<file path="src/rtl/mcs6530_timer.sv">
// Programmable interval timer: 8-bit down-counter with a /1, /8, /64 or /1024 prescaler, IRQ flag and active-low IRQ.
// Latency: count and irq_flag update one phi2 edge after the causing strobe; timer_irq is combinational from flops.
// Backpressure: none; every wr_en / rd_timer strobe is accepted on the edge where it is high.
module mcs6530_timer #(
  parameter logic [7:0] RESET_COUNT = 8'hFF,
  parameter logic [1:0] RESET_DIV   = 2'b11
) (
  input  logic       phi2,
  input  logic       rst,
  input  logic       wr_en,
  input  logic [7:0] wr_data,
  input  logic [1:0] div_sel,
  input  logic       irq_en_wr,
  input  logic       rd_timer,
  output logic [7:0] count,
  output logic       irq_flag,
  output logic       timer_irq
);

  logic [7:0] count_q,    count_d;
  logic [9:0] pre_q,      pre_d;
  logic [1:0] div_q,      div_d;
  logic       irq_en_q,   irq_en_d;
  logic       irq_flag_q, irq_flag_d;
  logic [9:0] pre_term;

  // Terminal prescaler value (N-1) for the currently selected divider.
  always_comb begin
    pre_term = 10'd1023;
    case (div_q)
      2'b00:   pre_term = 10'd0;
      2'b01:   pre_term = 10'd7;
      2'b10:   pre_term = 10'd63;
      default: pre_term = 10'd1023;
    endcase
  end

  // Next-state: a write wins over everything; timed-out mode counts every edge
  // until a timer read re-arms the prescaler; otherwise count on prescaler terminal.
  always_comb begin
    count_d    = count_q;
    pre_d      = pre_q;
    div_d      = div_q;
    irq_en_d   = irq_en_q;
    irq_flag_d = irq_flag_q;
    if (wr_en) begin
      count_d    = wr_data;
      pre_d      = 10'd0;
      div_d      = div_sel;
      irq_en_d   = irq_en_wr;
      irq_flag_d = 1'b0;
    end else if (irq_flag_q) begin
      count_d = count_q - 8'd1;
      pre_d   = 10'd0;
      if (rd_timer) begin
        irq_flag_d = 1'b0;
      end
    end else if (pre_q == pre_term) begin
      pre_d   = 10'd0;
      count_d = count_q - 8'd1;
      // Decrementing through zero is the timeout event.
      if (count_q == 8'h00) begin
        irq_flag_d = 1'b1;
      end
    end else begin
      pre_d = pre_q + 10'd1;
    end
  end

  // State registers with synchronous reset overriding all strobes.
  always_ff @(posedge phi2) begin
    if (rst) begin
      count_q    <= RESET_COUNT;
      pre_q      <= 10'd0;
      div_q      <= RESET_DIV;
      irq_en_q   <= 1'b0;
      irq_flag_q <= 1'b0;
    end else begin
      count_q    <= count_d;
      pre_q      <= pre_d;
      div_q      <= div_d;
      irq_en_q   <= irq_en_d;
      irq_flag_q <= irq_flag_d;
    end
  end

  assign count     = count_q;
  assign irq_flag  = irq_flag_q;
  assign timer_irq = ~(irq_flag_q & irq_en_q);

endmodule

</file>
<file path="config.mk">
export PLATFORM = sky130hd
export DESIGN_NAME = mcs6530_timer
export DESIGN_NICKNAME = d
export VERILOG_FILES = /design/src/rtl/mcs6530_timer.sv
export SDC_FILE = /design/constraint.sdc
export NUM_CORES = 1
export LEC_CHECK = 0
export CORE_ASPECT_RATIO = 1.1
export CORE_MARGIN = 4
export CORE_UTILIZATION = 43
export CTS_CLUSTER_SIZE = 30
export DETAILED_ROUTE_END_ITERATION = 12
export PLACE_DENSITY = 0.81
export SYNTH_ARGS = -nofsm -noshare
export SYNTH_HDL_FRONTEND = slang
export SYNTH_SLANG_ARGS = --single-unit
</file>
<file path="constraint.sdc">
create_clock -name phi2 -period 3.1 [get_ports phi2]
set_input_delay 0.62 -clock phi2 [delete_from_list [all_inputs] [get_ports phi2]]
set_output_delay 0.62 -clock phi2 [all_outputs]
set_load 0.02 [all_outputs]
</file>
# After elaboration in Yosys (flattened, before gate mapping)
# Cells that the tools add are included.
[totals]
output_inout_bits = 10
latchBits = 0
mem_bits_ro = 0
input_bits = 15
n_memories = 0
reg_bits = 22
word_cells = 25
ram_bits = 0
[op_classes]
magnitude_cmp = 0
n_reduce_logical = 5
bitwise = 2
n_mux = 8
div = 0
n_eq_ne = 3
mul = 0
addsub = 2
n_shift = 0
[op_table]
columns = ["cell", "n"]
rows = [
  ["$pmux 10 s3", 1],
  ["$mux 8", 3],
  ["$add 10x1->10 const B", 1],
  ["$eq 10x10->1", 1],
  ["$logic_not 8->1", 1],
  ["$sub 8x1->8 const B", 1],
  ["$mux 1", 4],
  ["$reduce_or 4->1", 1],
  ["$reduce_bool 3->1", 1],
  ["$eq 2x1->1 const B", 1],
  ["$eq 2x2->1 const B", 1],
  ["$logic_not 2->1", 1],
  ["$reduce_or 2->1", 1],
  ["$and 1x1->1", 1],
  ["$not 1->1", 1],
]

# Depth between registers and ports, before layout
# Gate-level depths: netlist (run 1).
[depth]
depth_word = 6
ltp_mapped = 6
mapped_depth_nobuf = 6

# Least setup slack after synthesis (run 1)
# OpenSTA, ideal clock, no wires.
[synth_timing]
kind = "register -> register"
from = "register div_q[0]"
to = "register count_q[2] (netlist: count[2])"
path_stages_with_launch = 7
arrival_ps = 2237
setup_ps = 91
slack_ps = 772
period_less_slack_ps = 2328
t_required_ps = 3009
path_buffers = 0
path_cell_list = "dfxtp_1 or4_1 a211o_1 a222oi_1 or2_1 a2111oi_0 a311oi_1"
[synth_via]
elab_chain_cells = 4
elab_cells_between_ends = 6
classes_between = "3 x eq/ne; 1 x mux; 2 x reduce/logical"
[synth_rtl]
columns = ["element", "line_no", "source"]
rows = [
  ["start: declaration", "22", "logic [1:0] div_q, div_d;"],
  ["start signal: assignment", "81", "div_q <= div_d;"],
  ["$eq 2x2->1 (tied with other cells)", "30", "case (div_q)"],
  ["$pmux 10 s3 (*)", "30", ""],
  ["$eq 10x10->1 (*)", "58", "end else if (pre_q == pre_term) begin"],
  ["$reduce_bool 3->1 (no source line) (*)", "-", ""],
  ["end signal: assignment", "79", "count_q <= count_d;"],
  ["end: declaration", "20", "logic [7:0] count_q, count_d;"],
]
# Every way passes the cells marked *; elsewhere a longest branch is shown, timed or not.
# A chain may end at the register's enable or synchronous reset.

# Worst setup path after layout (run 1)
[layout_timing]
from = "register div_q[0]"
to = "register pre_q[7]"
[layout_via]
elab_chain_cells = 4
elab_cells_between_ends = 6
classes_between = "3 x eq/ne; 1 x mux; 2 x reduce/logical"
[layout_rtl]
columns = ["element", "line_no", "source"]
rows = [
  ["$eq 2x2->1 (tied with other cells)", "30", ""],
  ["$pmux 10 s3 (*)", "30", ""],
  ["$eq 10x10->1 (*)", "58", ""],
  ["$reduce_or 4->1 (no source line) (*)", "-", ""],
  ["end signal: assignment", "80", "pre_q <= pre_d;"],
  ["end: declaration", "21", "logic [9:0] pre_q, pre_d;"],
]
# Marks and branches as above.

==> run_results.csv, run 1 <==
group,metric,value,unit
cells_and_area,drive_gt1_share,3.25,%
route,drtPass1Iterations,4,
synth,ys.warnings.count,0,
route,detail-route-antenna-nets,0,
synth,netlist_area,0.00109,mm²
cells_and_area,area_growth,27.0,%
setup_path,slowest_delay,0.53,ns
floorplanning,die_width,56.0,µm
timing,rsz0062_at_grt,"no",
setup_path,crit_top_cell,"nor2_1",
synth,syn-num-nets,147,
timing,setup_viol,0,
outcome,status,"complete, no violations",
route,via_count,983,
timing,hold_viol_final,0,
floorplanning,die_y,60.8,µm
global_route,met3_usage,3.19,%
placed_design,portBuffers,24,
synth,synthCells,129,
cells_and_area,final_common_cell,"clkdlybuf4s50_1",
global_route,grt_max_degree,16,
clock_tree,clock_path_buffers,2,
synth,synth-seq-area-share,40.5,%
global_route,grt_pass1_vias,987,
route,routed_wl,2370,µm
timing,period_needed,2.31,ns
route,route.detailed.drc,0,
setup_path,crit_required,3.29,ns
timing,slew_headroom,68.1,%
setup_path,crit_arrival,2.50,ns
clock_tree,cts_root_buffer,"clkbuf_4",
clock_tree,clkSinkCount,22,
timing,worst_clock_skew,0.00735,ns
setup_path,endpoint_kind,"register",
clock_tree,cts_made_buffers,3,
power_and_ir_drop,p_leak,0.000506,µW
synth,synth.largest_area_cell,"dfxtp_1",
cells_and_area,final_util,59.6,%
synth,synth.ff_latch_count,22,
setup_path,path_max_fanout,9,
floorplanning,rows,18,
clock_tree,cts_hold_buf,0,
timing,finalSetupTns,0,ns
timing,fin_crit_sh,74.6,%
global_route,grt_antenna_before_repair,0,
synth,synth_cell_types,32,
timing,timing_worst_slew_pin_value,0.477,ns
synth,synth_area_leaders,"dfxtp_1 40%, xor2_1 8.0%, nor2_1 6.9%",
setup_path,worstSetupStartpointType,"register",
clock_tree,cts_tree,"yes",
synth,synth_top_area_share,40.5,%
clock_tree,clock_latency,0.30,ns
cells_and_area,nNetsFinal,174,
cells_and_area,antenna-diode-count,0,
route,wl_per_cell,12.9,µm
floorplanning,coreArea,0.00232,mm²
setup_path,crit_path_top_delay_cell,"or4_1",
setup_path,r2r_start,"div_q[0]$_SDFFE_PP1P_",
setup_path,worstSetupStartpoint,"div_q[0]$_SDFFE_PP1P_",
route,avgViaCountPerCell,5.34,
global_route,globalRouteMet2Util,27.5,%
global_route,top_usage_layer,"met2",
setup_path,crit_type,"reg -> reg",
placed_design,place_congestion,0.818,
power_and_ir_drop,power_density,363,mW/mm²
cells_and_area,mostFrequentLayoutCells,"24 x clkdlybuf4s50_1, 22 x dfxtp_1, 20 x nor2_1",
setup_path,r2r_cells,7,
setup_path,worstPathCellList,"or4_1 -> a211o_1 -> a222oi_1 -> buf_4 -> nor2_1 -> nand2_1 -> nor2_1",
setup_path,endpoint,"pre_q[7]$_SDFF_PP0_",
setup_path,rrSetupSlack,0.79,ns
placed_design,dp_hpwl,1790,µm
job,maxCapViolCount,0,
clock_tree,ctsHtreeMaxLevel,1,
timing,drv_slew,0,
global_route,use_met1,16.2,%
floorplanning,pin_count,25,
clock_tree,cts_resized,0,
synth,syn_avg_cell_area,8.44,µm²
global_route,grt_overflow_total,0,
cells_and_area,fillers,214,
clock_tree,clkSlewWorstSetupHoldPaths,0.12,ns
global_route,track_usage,14.6,%
floorplanning,die_area,0.00340,mm²
route,drt_iter0_markers,13,
worst_hold_path,hp-class,"reg -> reg",
clock_tree,cts_setup_buffers,0,
setup_path,reg2reg_to,"pre_q[7]$_SDFF_PP0_",
power_and_ir_drop,ir_worst_vdd,225,µV
floorplanning,start_util,46.9,%
timing,fmaxAchievable,432,MHz
global_route,grt_pass1_wl,4030,µm
==> cell type report <==
cell class	count	area, µm²	area share (%)
multi-input cells	102	627	45.3
well taps	30	37.5	2.71
repair buffers	25	248	17.9
clock buffers	3	22.5	1.63
inverters	2	7.51	0.543
flip-flops and latches	22	440	31.9
==> cell usage after synthesis <==
| cell type | number |
|---|---|
| dfxtp_1 | 22 |
| nor2_1 | 20 |
| nand2_1 | 10 |
| xor2_1 | 10 |
| a21oi_1 | 8 |
| nor3_1 | 7 |
| o21ai_0 | 6 |
| and3_1 | 5 |
| o211ai_1 | 4 |
| xnor2_1 | 4 |
| a211o_1 | 3 |
| ha_1 | 3 |
| nor2b_1 | 3 |
| buf_2 | 2 |
| inv_1 | 2 |
| nand2b_1 | 2 |
| nand3_1 | 2 |
| nor3b_1 | 2 |
| a2111oi_0 | 1 |
| a211o_2 | 1 |
| a222oi_1 | 1 |
| a311oi_1 | 1 |
| and2_1 | 1 |
| and4_1 | 1 |
| clkbuf_1 | 1 |
| mux2i_1 | 1 |
| nand3b_1 | 1 |
| nand4_1 | 1 |
| nor4_1 | 1 |
| nor4b_1 | 1 |
| or2_1 | 1 |
| or4_1 | 1 |
==> how the worst min path moves through the flow <==
stage / end / depth (start not counted) / start
floorplan: pre_q[0]$_SDFF_PP0_ / 1 / pre_q[0]$_SDFF_PP0_
global placement: pre_q[0]$_SDFF_PP0_ / 1 / pre_q[0]$_SDFF_PP0_
detailed placement: pre_q[0]$_SDFF_PP0_ / 1 / pre_q[0]$_SDFF_PP0_
CTS: pre_q[0]$_SDFF_PP0_ / 1 / pre_q[0]$_SDFF_PP0_
global route: pre_q[0]$_SDFF_PP0_ / 1 / pre_q[0]$_SDFF_PP0_
finish: pre_q[0]$_SDFF_PP0_ / 1 / pre_q[0]$_SDFF_PP0_
==> metal layers <==
metal | wire length, µm | part of all wire [%] | vias up
met3 | 122 | 5.1 | 0
li1 | - | - | 506
met5 | 0 | 0 | -
met4 | 0 | 0 | 0
met1 | 1050 | 44 | 449
met2 | 1200 | 51 | 28
==> kinds of logic after synthesis <==
group,share of synthesized area [%]
buffers and inverters,1.95
AO/OA/AOI/OAI,15.1
XOR/XNOR,11.3
adder cells (fa/ha/maj),3.45
AND/OR/NAND/NOR,26.9
multiplexers,0.920
flip-flops,40.5
==> flip-flops by register name, summed over array words and instances (netlist names) <==
name,count
pre_q,10
count,8
div_q,2
irq_en_q,1
irq_flag,1
==> critical path, delay by kind of cell (launching register included) <==
kind                   cells  cell delay, ns
AOI/OAI and AO/OA          2            0.63
DFF                        1            0.38
buffers and inverters      1            0.23
and+or+nand+nor            4            0.95
==> power breakdown <==
group          internal (µW)  switching, µW
Sequential               293           12.3
Clock                   45.2           80.2
Combinational           39.7           30.9
Total                    378            123
==> stage by stage <==
stage	total power, µW	setup slack, ns	area (µm²)	instances	hold WS (ns)
CTS	511	0.801	1380	184	0.496
global placement	381	0.856	1360	181	0.452
finish	501	0.786	1380	184	0.488
global route	528	0.674	1380	184	0.544
floorplan	344	0.772	1090	129	0.432
detailed placement	382	0.799	1360	181	0.468
(Power assumes the default switching activity.)
==> run 2, diff against run 1 <==
==> constraint.sdc (replaced) <==
create_clock -name phi2 -period 2.3 [get_ports phi2]
set_input_delay 0.46 -clock phi2 [delete_from_list [all_inputs] [get_ports phi2]]
set_output_delay 0.46 -clock phi2 [all_outputs]
set_load 0.02 [all_outputs]
==> run 2 against run 1 <==
  * Sequential power rose by 35%
  * Power is 36% higher
  * First-iteration DRC count rose by 100%
  * Routed wire length up 7.5%
  * Maximum frequency increased by 2.4%
  * Clock power grew 32%
  * Via count is 4.4% higher
  * Largest power group unchanged
==> run_results.csv, run 2 (same netlist as run 1, synthesis figures left out) <==
group,metric,value,unit
clock_tree,ctsHtreeMaxLevel,1,
floorplanning,coreArea,0.00232,mm²
setup_path,worstSetupStartpoint,"pre_q[1]$_SDFF_PP0_",
floorplanning,die_y,60.8,µm
setup_path,rrSetupSlack,0.04,ns
global_route,grt_overflow_total,0,
placed_design,dp_slack,0.151,ns
placed_design,place_inst,185,
cells_and_area,largest_register_ffs,10,
setup_path,reg2reg_to,"count[6]$_SDFFE_PP1P_",
floorplanning,pin_count,25,
timing,worst_clock_skew,0.0105,ns
route,wl_per_cell,13.5,µm
global_route,globalRouteMet2Util,27.5,%
route,route.detailed.drc,0,
worst_hold_path,hp-class,"reg -> reg",
cells_and_area,antenna-diode-count,0,
timing,fmaxAchievable,443,MHz
timing,fin_crit_sh,98.2,%
timing,slew_headroom,71.1,%
clock_tree,cts_root_buffer,"clkbuf_4",
cells_and_area,final_common_cell,"clkdlybuf4s50_1",
route,routed_wl,2550,µm
route,drtPass1Iterations,4,
clock_tree,clkSlewWorstSetupHoldPaths,0.12,ns
timing,setup_viol,0,
placed_design,placed_area,0.00139,mm²
global_route,grt_antenna_before_repair,0,
placed_design,portBuffers,24,
floorplanning,die_width,56.0,µm
timing,period_needed,2.26,ns
timing,timing_worst_slew_pin_value,0.432,ns
cells_and_area,final_area,0.00145,mm²
clock_tree,cts_made_buffers,3,
global_route,use_met1,16.9,%
cells_and_area,top_register,"pre_q",
cells_and_area,final_util,62.3,%
floorplanning,start_util,46.9,%
worst_hold_path,hold_path_depth,1,
worst_hold_path,min_from,"pre_q[0]$_SDFF_PP0_",
setup_path,r2r_cells,8,
setup_path,crit_type,"reg -> reg",
timing,drv_slew,0,
setup_path,crit_required,2.53,ns
floorplanning,rows,18,
global_route,grt_max_degree,13,
timing,setup_ws,0.0409,ns
power_and_ir_drop,power_density,471,mW/mm²
route,drt_iter0_markers,26,
global_route,grt_pass1_vias,1010,
cells_and_area,fillers,209,
setup_path,worstSetupStartpointType,"register",
cells_and_area,nNetsFinal,179,
cells_and_area,fin_cells,189,
global_route,met3_usage,2.98,%
outcome,status,"complete, no violations",
global_route,grt_pass1_wl,4070,µm
route,avgViaCountPerCell,5.43,
setup_path,crit_arrival,2.49,ns
floorplanning,die_area,0.00340,mm²
cells_and_area,drive_gt1_share,8.81,%
cells_and_area,area_growth,32.8,%
power_and_ir_drop,ir_worst_vdd,360,µV
timing,hold_viol_final,0,
clock_tree,clkSinkCount,22,
clock_tree,clock_latency,0.30,ns
job,maxCapViolCount,0,
global_route,top_usage_layer,"met2",
timing,finalSetupTns,0,ns
cells_and_area,mostFrequentLayoutCells,"24 x clkdlybuf4s50_1, 21 x dfxtp_1, 20 x nor2_1",
placed_design,dp_hpwl,1850,µm
placed_design,place_congestion,0.824,
worst_hold_path,min_to,"pre_q[0]$_SDFF_PP0_",
timing,rsz0062_at_grt,"yes",
route,via_count,1026,
setup_path,path_max_fanout,5,
global_route,track_usage,14.7,%
clock_tree,clock_path_buffers,2,
setup_path,endpoint_kind,"register",
power_and_ir_drop,p_leak,0.000535,µW
clock_tree,cts_tree,"yes",
route,detail-route-antenna-nets,0,
setup_path,r2r_start,"pre_q[1]$_SDFF_PP0_",
[run 2: changes by cell type in the layout (fill, tap and decap cells not counted), sizes merged]
cell	previous run	this run
buf	1	6
[run 2: how the worst max path moves through the flow]
| stage | to | slack, ns |
|---|---|---|
| 2_1_floorplan | count[2]$_SDFFE_PP1P_ | -0.01 |
| 4_1_cts | count[2]$_SDFFE_PP1P_ | 0.11 |
| 5_1_grt | count[5]$_SDFFE_PP1P_ | -0.08 |
| 3_3_place_gp | count[2]$_SDFFE_PP1P_ | 0.23 |
| 3_5_place_dp | count[2]$_SDFFE_PP1P_ | 0.15 |
| 6_report | count[6]$_SDFFE_PP1P_ | 0.04 |
[run 2: critical path, stage by stage (launching register included)]
cell and delay [ns]:
dfxtp_2 0.35, or4_1 0.50, a211o_1 0.27, a222oi_1 0.35
buf_4 0.21, buf_12 0.11, o211ai_1 0.09, xor2_1 0.17
a21oi_1 0.14
[run 2: routing by layer]
metal / wire, µm / share of wire, % / vias to the layer above
li1: - / - / 517
met1: 1180 / 46 / 480
met2: 1240 / 49 / 27
met3: 120 / 4.7 / 2
met4: 4 / 0.16 / 0
met5: 0 / 0 / -
[run 2: cell type report]
class | count | area, µm² | share of cell area (%)
timing repair buffer | 30 | 298 | 20.6
sequential | 22 | 442 | 30.6
inverter | 2 | 7.51 | 0.519
multi-input combinational | 102 | 638 | 44.2
tap | 30 | 37.5 | 2.60
clock buffer | 3 | 22.5 | 1.56
[run 2: through the flow]
stage               power [µW]  hold slack (ns)
global placement           518            0.452
CTS                        683            0.509
global route               711            0.542
finish                     681            0.500
floorplan                  464            0.432
detailed placement         521            0.483
[run 2: repair_timing]
item                                    4_1_cts  5_1_grt
gates resized for setup                       0        4
endpoints found under the setup margin        0        1
hold buffers                                  0        0
setup buffers                                 0        1
[run 2: where the power goes]
group          switching, µW  internal [µW]  total, µW  leakage [µW]
clock network            104           60.9        165     0.0000138
registers               16.4            395        411      0.000181
logic                   46.1           58.5        105      0.000340
